==> config.mk <==
export PLATFORM = sky130hd
export DESIGN_NAME = timer_event_sequencer
export DESIGN_NICKNAME = d
export VERILOG_FILES = /design/src/rtl/soc_pkg.sv /design/src/rtl/seq_cycle_counter.sv /design/src/rtl/timer_event_sequencer.sv
export SDC_FILE = /design/constraint.sdc
export NUM_CORES = 1
export LEC_CHECK = 0
export BUFFER_PORTS_ARGS = -buffer_cell sky130_fd_sc_hd__buf_4
export CORE_ASPECT_RATIO = 1.2
export CORE_MARGIN = 2
export CORE_UTILIZATION = 50
export CTS_BUF_LIST = sky130_fd_sc_hd__clkbuf_8
export DETAILED_ROUTE_END_ITERATION = 6
export PLACE_DENSITY = 0.87
export SYNTH_ARGS = -nofsm -noshare
export SYNTH_HDL_FRONTEND = slang
export SYNTH_HIERARCHICAL = 1
export SYNTH_SLANG_ARGS = --single-unit
==> constraint.sdc <==
create_clock -name clk -period 6.9 [get_ports clk]
set_input_delay 0.69 -clock clk [delete_from_list [all_inputs] [get_ports clk]]
set_output_delay 0.69 -clock clk [all_outputs]
set_load 0.05 [all_outputs]
==> src/rtl/soc_pkg.sv <==
// Shared constants and FSM encoding for the timer-interrupt response path.
// Latency: n/a (declarations only).
// Backpressure: n/a.
// Contents: sequencer state encoding, LED/RAM/timer patterns shared with soc_top,
// and a helper that sizes down-counters.
package soc_pkg;

    typedef enum logic [2:0] {
        ST_IDLE     = 3'd0,
        ST_WR_SET   = 3'd1,
        ST_HOLD     = 3'd2,
        ST_WR_CLR   = 3'd3,
        ST_ACK      = 3'd4,
        ST_WAIT_LOW = 3'd5
    } seq_state_t;

    localparam logic [7:0]  LED_ON     = 8'hFF;
    localparam logic [7:0]  LED_OFF    = 8'h00;
    localparam logic [31:0] SET_PAT    = 32'h55;
    localparam logic [31:0] CLR_PAT    = 32'h00;
    localparam logic [7:0]  TMR_RELOAD = 8'h0F;

    // Bits needed to hold n-1, the load value of an n-cycle down-count.
    function automatic int cnt_width(input int n);
        return (n < 2) ? 1 : $clog2(n);
    endfunction

endpackage

==> src/rtl/seq_cycle_counter.sv <==
// Loadable down-counter with a terminal flag, used for hold and grant timeouts.
// Latency: load takes effect at the next edge; term is combinational from the count.
// Backpressure: none; counting only advances while en is high.
// Ports: clk, reset (sync, active-high), load/load_val (priority over en),
//        en (decrement, saturating at 0), term (count == 0).
module seq_cycle_counter #(
    parameter int W = 8
) (
    input  logic         clk,
    input  logic         reset,
    input  logic         load,
    input  logic [W-1:0] load_val,
    input  logic         en,
    output logic         term
);

    logic [W-1:0] count;

    always_ff @(posedge clk) begin
        if (reset) begin
            count <= '0;
        end else if (load) begin
            count <= load_val;
        end else if (en && (count != '0)) begin
            count <= count - 1'b1;
        end
    end

    assign term = (count == '0);

endmodule

==> src/rtl/timer_event_sequencer.sv <==
// Timer-interrupt sequencer: LEDs on + SET log write, hold, LEDs off + CLR log write, ack/reload.
// Latency: irq sampled at edge k -> led_out/ram_req registered at edge k; ack 1 cycle after CLR grant.
// Backpressure: RAM writes wait on ram_gnt up to GNT_TIMEOUT cycles, then are abandoned (gnt_err).
// Ports: clk, reset (sync, active-high), enable, irq_in | irq_ack, tmr_load, tmr_load_val |
//        ram_req, ram_we, ram_addr, ram_wdata, ram_gnt | led_out, busy, event_count, overrun, gnt_err.
module timer_event_sequencer
    import soc_pkg::*;
#(
    parameter int             AW          = 8,
    parameter int             DW          = 32,
    parameter logic [AW-1:0]  LOG_BASE    = 8'h10,
    parameter int             LOG_DEPTH   = 8,
    parameter int             HOLD_CYCLES = 64,
    parameter int             GNT_TIMEOUT = 32
) (
    input  logic          clk,
    input  logic          reset,
    input  logic          enable,
    input  logic          irq_in,
    output logic          irq_ack,
    output logic          tmr_load,
    output logic [7:0]    tmr_load_val,
    output logic          ram_req,
    output logic          ram_we,
    output logic [AW-1:0] ram_addr,
    output logic [DW-1:0] ram_wdata,
    input  logic          ram_gnt,
    output logic [7:0]    led_out,
    output logic          busy,
    output logic [7:0]    event_count,
    output logic          overrun,
    output logic          gnt_err
);

    localparam int SW = $clog2(LOG_DEPTH);
    localparam int HW = cnt_width(HOLD_CYCLES);
    localparam int TW = cnt_width(GNT_TIMEOUT);
    // Counters are loaded with N-1 on entry so the exit happens on the N-th edge in the state.
    localparam logic [HW-1:0] HOLD_LOAD = HW'(HOLD_CYCLES - 1);
    localparam logic [TW-1:0] TMO_LOAD  = TW'(GNT_TIMEOUT - 1);

    seq_state_t    state;
    logic [SW-1:0] slot;
    logic          irq_prev;

    logic gnt_hit;
    logic in_wr;
    logic wr_done;
    logic hold_term;
    logic tmo_term;
    logic irq_rise;

    // A grant only counts while our own request is up.
    assign gnt_hit  = ram_req & ram_gnt;
    assign in_wr    = (state == ST_WR_SET) || (state == ST_WR_CLR);
    // A timed-out write is treated as complete so the sequence always finishes.
    assign wr_done  = in_wr && (gnt_hit || tmo_term);
    assign irq_rise = irq_in & ~irq_prev;
    assign ram_we   = ram_req;

    seq_cycle_counter #(.W(HW)) u_hold_cnt (
        .clk      (clk),
        .reset    (reset),
        .load     ((state == ST_WR_SET) && wr_done),
        .load_val (HOLD_LOAD),
        .en       (state == ST_HOLD),
        .term     (hold_term)
    );

    seq_cycle_counter #(.W(TW)) u_tmo_cnt (
        .clk      (clk),
        .reset    (reset),
        .load     (((state == ST_IDLE) && enable && irq_in) || ((state == ST_HOLD) && hold_term)),
        .load_val (TMO_LOAD),
        .en       (in_wr),
        .term     (tmo_term)
    );

    always_ff @(posedge clk) begin
        if (reset) begin
            state        <= ST_IDLE;
            slot         <= '0;
            irq_prev     <= 1'b0;
            irq_ack      <= 1'b0;
            tmr_load     <= 1'b0;
            tmr_load_val <= '0;
            ram_req      <= 1'b0;
            ram_addr     <= '0;
            ram_wdata    <= '0;
            led_out      <= '0;
            busy         <= 1'b0;
            event_count  <= '0;
            overrun      <= 1'b0;
            gnt_err      <= 1'b0;
        end else begin
            irq_prev     <= irq_in;
            tmr_load_val <= TMR_RELOAD;
            irq_ack      <= 1'b0;
            tmr_load     <= 1'b0;

            // A new interrupt edge mid-sequence is flagged, not queued.
            if (irq_rise && (state != ST_IDLE) && (state != ST_WAIT_LOW)) begin
                overrun <= 1'b1;
            end

            case (state)
                ST_IDLE: begin
                    if (enable && irq_in) begin
                        led_out   <= LED_ON;
                        ram_req   <= 1'b1;
                        ram_wdata <= DW'(SET_PAT);
                        ram_addr  <= LOG_BASE + AW'(slot);
                        busy      <= 1'b1;
                        state     <= ST_WR_SET;
                    end
                end
                ST_WR_SET: begin
                    if (wr_done) begin
                        ram_req <= 1'b0;
                        if (!gnt_hit) gnt_err <= 1'b1;
                        state   <= ST_HOLD;
                    end
                end
                ST_HOLD: begin
                    if (hold_term) begin
                        led_out   <= LED_OFF;
                        ram_req   <= 1'b1;
                        ram_wdata <= DW'(CLR_PAT);
                        state     <= ST_WR_CLR;
                    end
                end
                ST_WR_CLR: begin
                    if (wr_done) begin
                        ram_req  <= 1'b0;
                        if (!gnt_hit) gnt_err <= 1'b1;
                        irq_ack  <= 1'b1;
                        tmr_load <= 1'b1;
                        state    <= ST_ACK;
                    end
                end
                ST_ACK: begin
                    event_count <= event_count + 8'd1;
                    slot        <= slot + 1'b1;
                    state       <= ST_WAIT_LOW;
                end
                ST_WAIT_LOW: begin
                    // Level interrupt: one event per assertion.
                    if (!irq_in) begin
                        busy  <= 1'b0;
                        state <= ST_IDLE;
                    end
                end
                default: begin
                    busy  <= 1'b0;
                    state <= ST_IDLE;
                end
            endcase
        end
    end

endmodule
==> key figures <==
Finish
  • Layout cells sized above 1: 0.192
  • N_diodes: 0
  • Final Util: 0.570
  • Final net count: 300
  • Syn-to-layout area delta: 9.04%

Detailed routing
  • DRT Pass-1 Iters: 5
  • DR vias/cell: just over 5
  • Final WL: between 4000 and 5000 µm
  • Detail Route Antenna Nets: 0
  • WL/cell: 12.3 µm
  • Initial drt markers: 83
  • # DRC: 0
  • Via count: ~1800

GRT
  • Initial antenna violation count: 0
  • Vias in the first global route: 1526
  • Global-route wire length before repair: between 6000 and 7000 µm
  • GRT Util Overall: 0.174
  • Largest net degree at the start of global routing: 41
  • GR Overflow Total: 0

Power and ir drop
  • Max VDD drop: 0.000168 V
  • Leakage power: approximately 1.0 nW
  • Post-layout power: between 800 and 900 µW
  • PD cells: 343 nW/µm²

Clock tree
  • Htree depth: 2
  • Root Buffer: clkbuf_8
  • Clock latency on the worst-skew pair: approximately 0.29 ns
  • Clock buffer count from CTS: 5
  • Post-CTS sizing: 0
  • Hold buffers post-CTS: 0
  • Clk sinks: 37
  • Clk buf depth: 2
  • CTS tree: done
  • Clock slew at reported path FFs: about 0.070 ns
  • Setup Buffers After CTS: 0

Synthesis
  • Top-count cell post-synth: buf_4
  • Syn_area_per_cell: ~8.5 µm²
  • Synth Flop Type: dfxtp_1
  • Top post-synthesis cells by area: dfxtp_1 (33%), buf_4 (18%), a21oi_1 (3.8%)
  • Async set or reset register ratio after synthesis: 0
  • Cell taking the most area after synthesis: dfxtp_1
  • Post-synth EDFFs: 0
  • Yosys warning count: 6
  • Post-Synthesis Cell Area: about 2200 µm²
  • Most frequent cells after synthesis: buf_4 (52), dfxtp_1 (37), nor2_1 (18)
  • Syn Inst Count: 263
  • Flops & latches, synth: 37
  • Netlist cell types: 56
  • Sequential share of the synthesized area: 0.333
  • Share of the synthesized area in the top cell type: 0.333

Floorplan
  • Initial Util: 0.523
  • Site Rows: 26
  • Core box area: between 4000 and 5000 µm²
  • Die area: approximately 5000 µm²
  • # IOs: 76
  • Chip Width: 64.9 µm
  • Die H: 77.1 µm

STA
  • Post-Route Setup TNS: 0 ns
  • Worst-margin pin slew: approximately 0.95 ns
  • Crit share post-route: 0.390
  • Final Max Slew Viols: 0
  • Minimum clock period: between 2 and 3 ns
  • Rel. slew slack: 0.364
  • Clock skew: 0.00494 ns
  • Setup ws final: between 4 and 5 ns
  • RSZ-0062 raised after global routing: false
  • Fmax: around 370 MHz
  • Setup violators final: 0
  • Final hold slack: between 0.4 and 0.5 ns
  • Hold Violations, Final: 0

Setup path
  • Worst reg2reg setup slack: roughly 4.2 ns
  • CP Class: reg -> reg
  • Critical path startpoint category: flop
  • Crit end category: flop
  • Worst EP required: about 7.1 ns
  • WP data arrival: about 2.9 ns
  • CP Max Fanout: 11

Placed design
  • DP Wirelength: approximately 2900 µm
  • Port Buf Inserts: 39
  • DP Worst Slack: ~4.3 ns
  • GP Congestion: 0.783

Flow run
  • Max cap viols: 0

Worst hold path
  • Worst min path class: reg -> reg

Status
  • Outcome: finished clean
==> per-stage QoR <==
| stage | instance area, µm² | std cells |
|---|---|---|
| 2_1_floorplan | 2400 | 308 |
| 3_3_place_gp | 2310 | 339 |
| 3_5_place_dp | 2310 | 339 |
| 4_1_cts | 2430 | 347 |
| 5_1_grt | 2430 | 347 |
| 6_report | 2430 | 347 |
==> critical path, cell delays in order, from the launching register on <==
cell       delay (ns)
dfxtp_1          0.32
inv_1            0.11
ha_1             0.17
or4b_1           0.61
inv_1            0.16
a21oi_1          0.08
nand2b_1         0.19
nor2_1           0.22
inv_1            0.21
o2111ai_1        0.13
o21ai_1          0.09
a311oi_1         0.29
==> final cells by class <==
type / count / area [µm²]
inverter: 15 / 56.3
fill: 400 / 1830
multi-input combinational: 192 / 1150
sequential: 37 / 741
clock buffer: 6 / 82.6
clock inverter: 2 / 33.8
timing repair buffer: 39 / 293
tap: 56 / 70.1
==> sequential cells by signal (all words and copies together), names as in the netlist <==
signal,count
busy,1
event_count,8
gnt_err,1
irq_prev,1
led_out,1
overrun,1
ram_addr,4
ram_req,1
slot,3
state,3
tmr_load,1
tmr_load_val,1
u_hold_cnt/count,6
u_tmo_cnt/count,5
==> logic make-up (layout without fill, tap and decap cells) <==
logic type / after synthesis / count (layout) / share of synthesized area
multiplexers: 3 / 3 / 0.0146
XOR/XNOR: 5 / 5 / 0.0197
adder cells (fa/ha/maj): 5 / 5 / 0.0281
buffers and inverters: 79 / 62 / 0.226
flip-flops: 37 / 37 / 0.333
other: 2 / 47 / 0.00337
AND/OR/NAND/NOR: 78 / 78 / 0.199
AO/OA/AOI/OAI: 54 / 54 / 0.176
==> path summary, 6_finish.rpt <==
kind,start,to,cells past startpoint
setup / recovery,u_tmo_cnt/count[1],u_hold_cnt/count[1],11
hold / removal,overrun,overrun,2
setup reg to reg,u_tmo_cnt/count[1],u_hold_cnt/count[1],11
hold reg to reg,overrun,overrun,2
==> cell usage in the layout, fill, tap and decap left out, drive strengths merged, types with 3 or more instances in the layout <==
master / count
conb: 47
buf: 39
dfxtp: 37
nor2: 18
a21oi: 17
inv: 16
nand2: 13
nor3: 9
o21ai: 8
a211oi: 7
nor2b: 6
nand3: 6
clkbuf: 6
xnor2: 5
ha: 5
or3: 4
a311oi: 3
and3: 3
or4b: 3
a2111oi: 3
==> layer usage <==
layer | track usage | vias up | wire length, µm
li1 | - | 873 | -
met4 | 0.0638 | 0 | 64
met2 | 0.308 | 50 | 2230
met3 | 0.0455 | 7 | 215
met5 | 0 | - | 0
met1 | 0.196 | 820 | 1750
==> power breakdown <==
part / switching [mW] / internal [mW] / total, mW
Sequential: 0.0385 / 0.244 / 0.282
Combinational: 0.245 / 0.110 / 0.355
Clock: 0.0780 / 0.116 / 0.194
(Power assumes the default switching activity.)
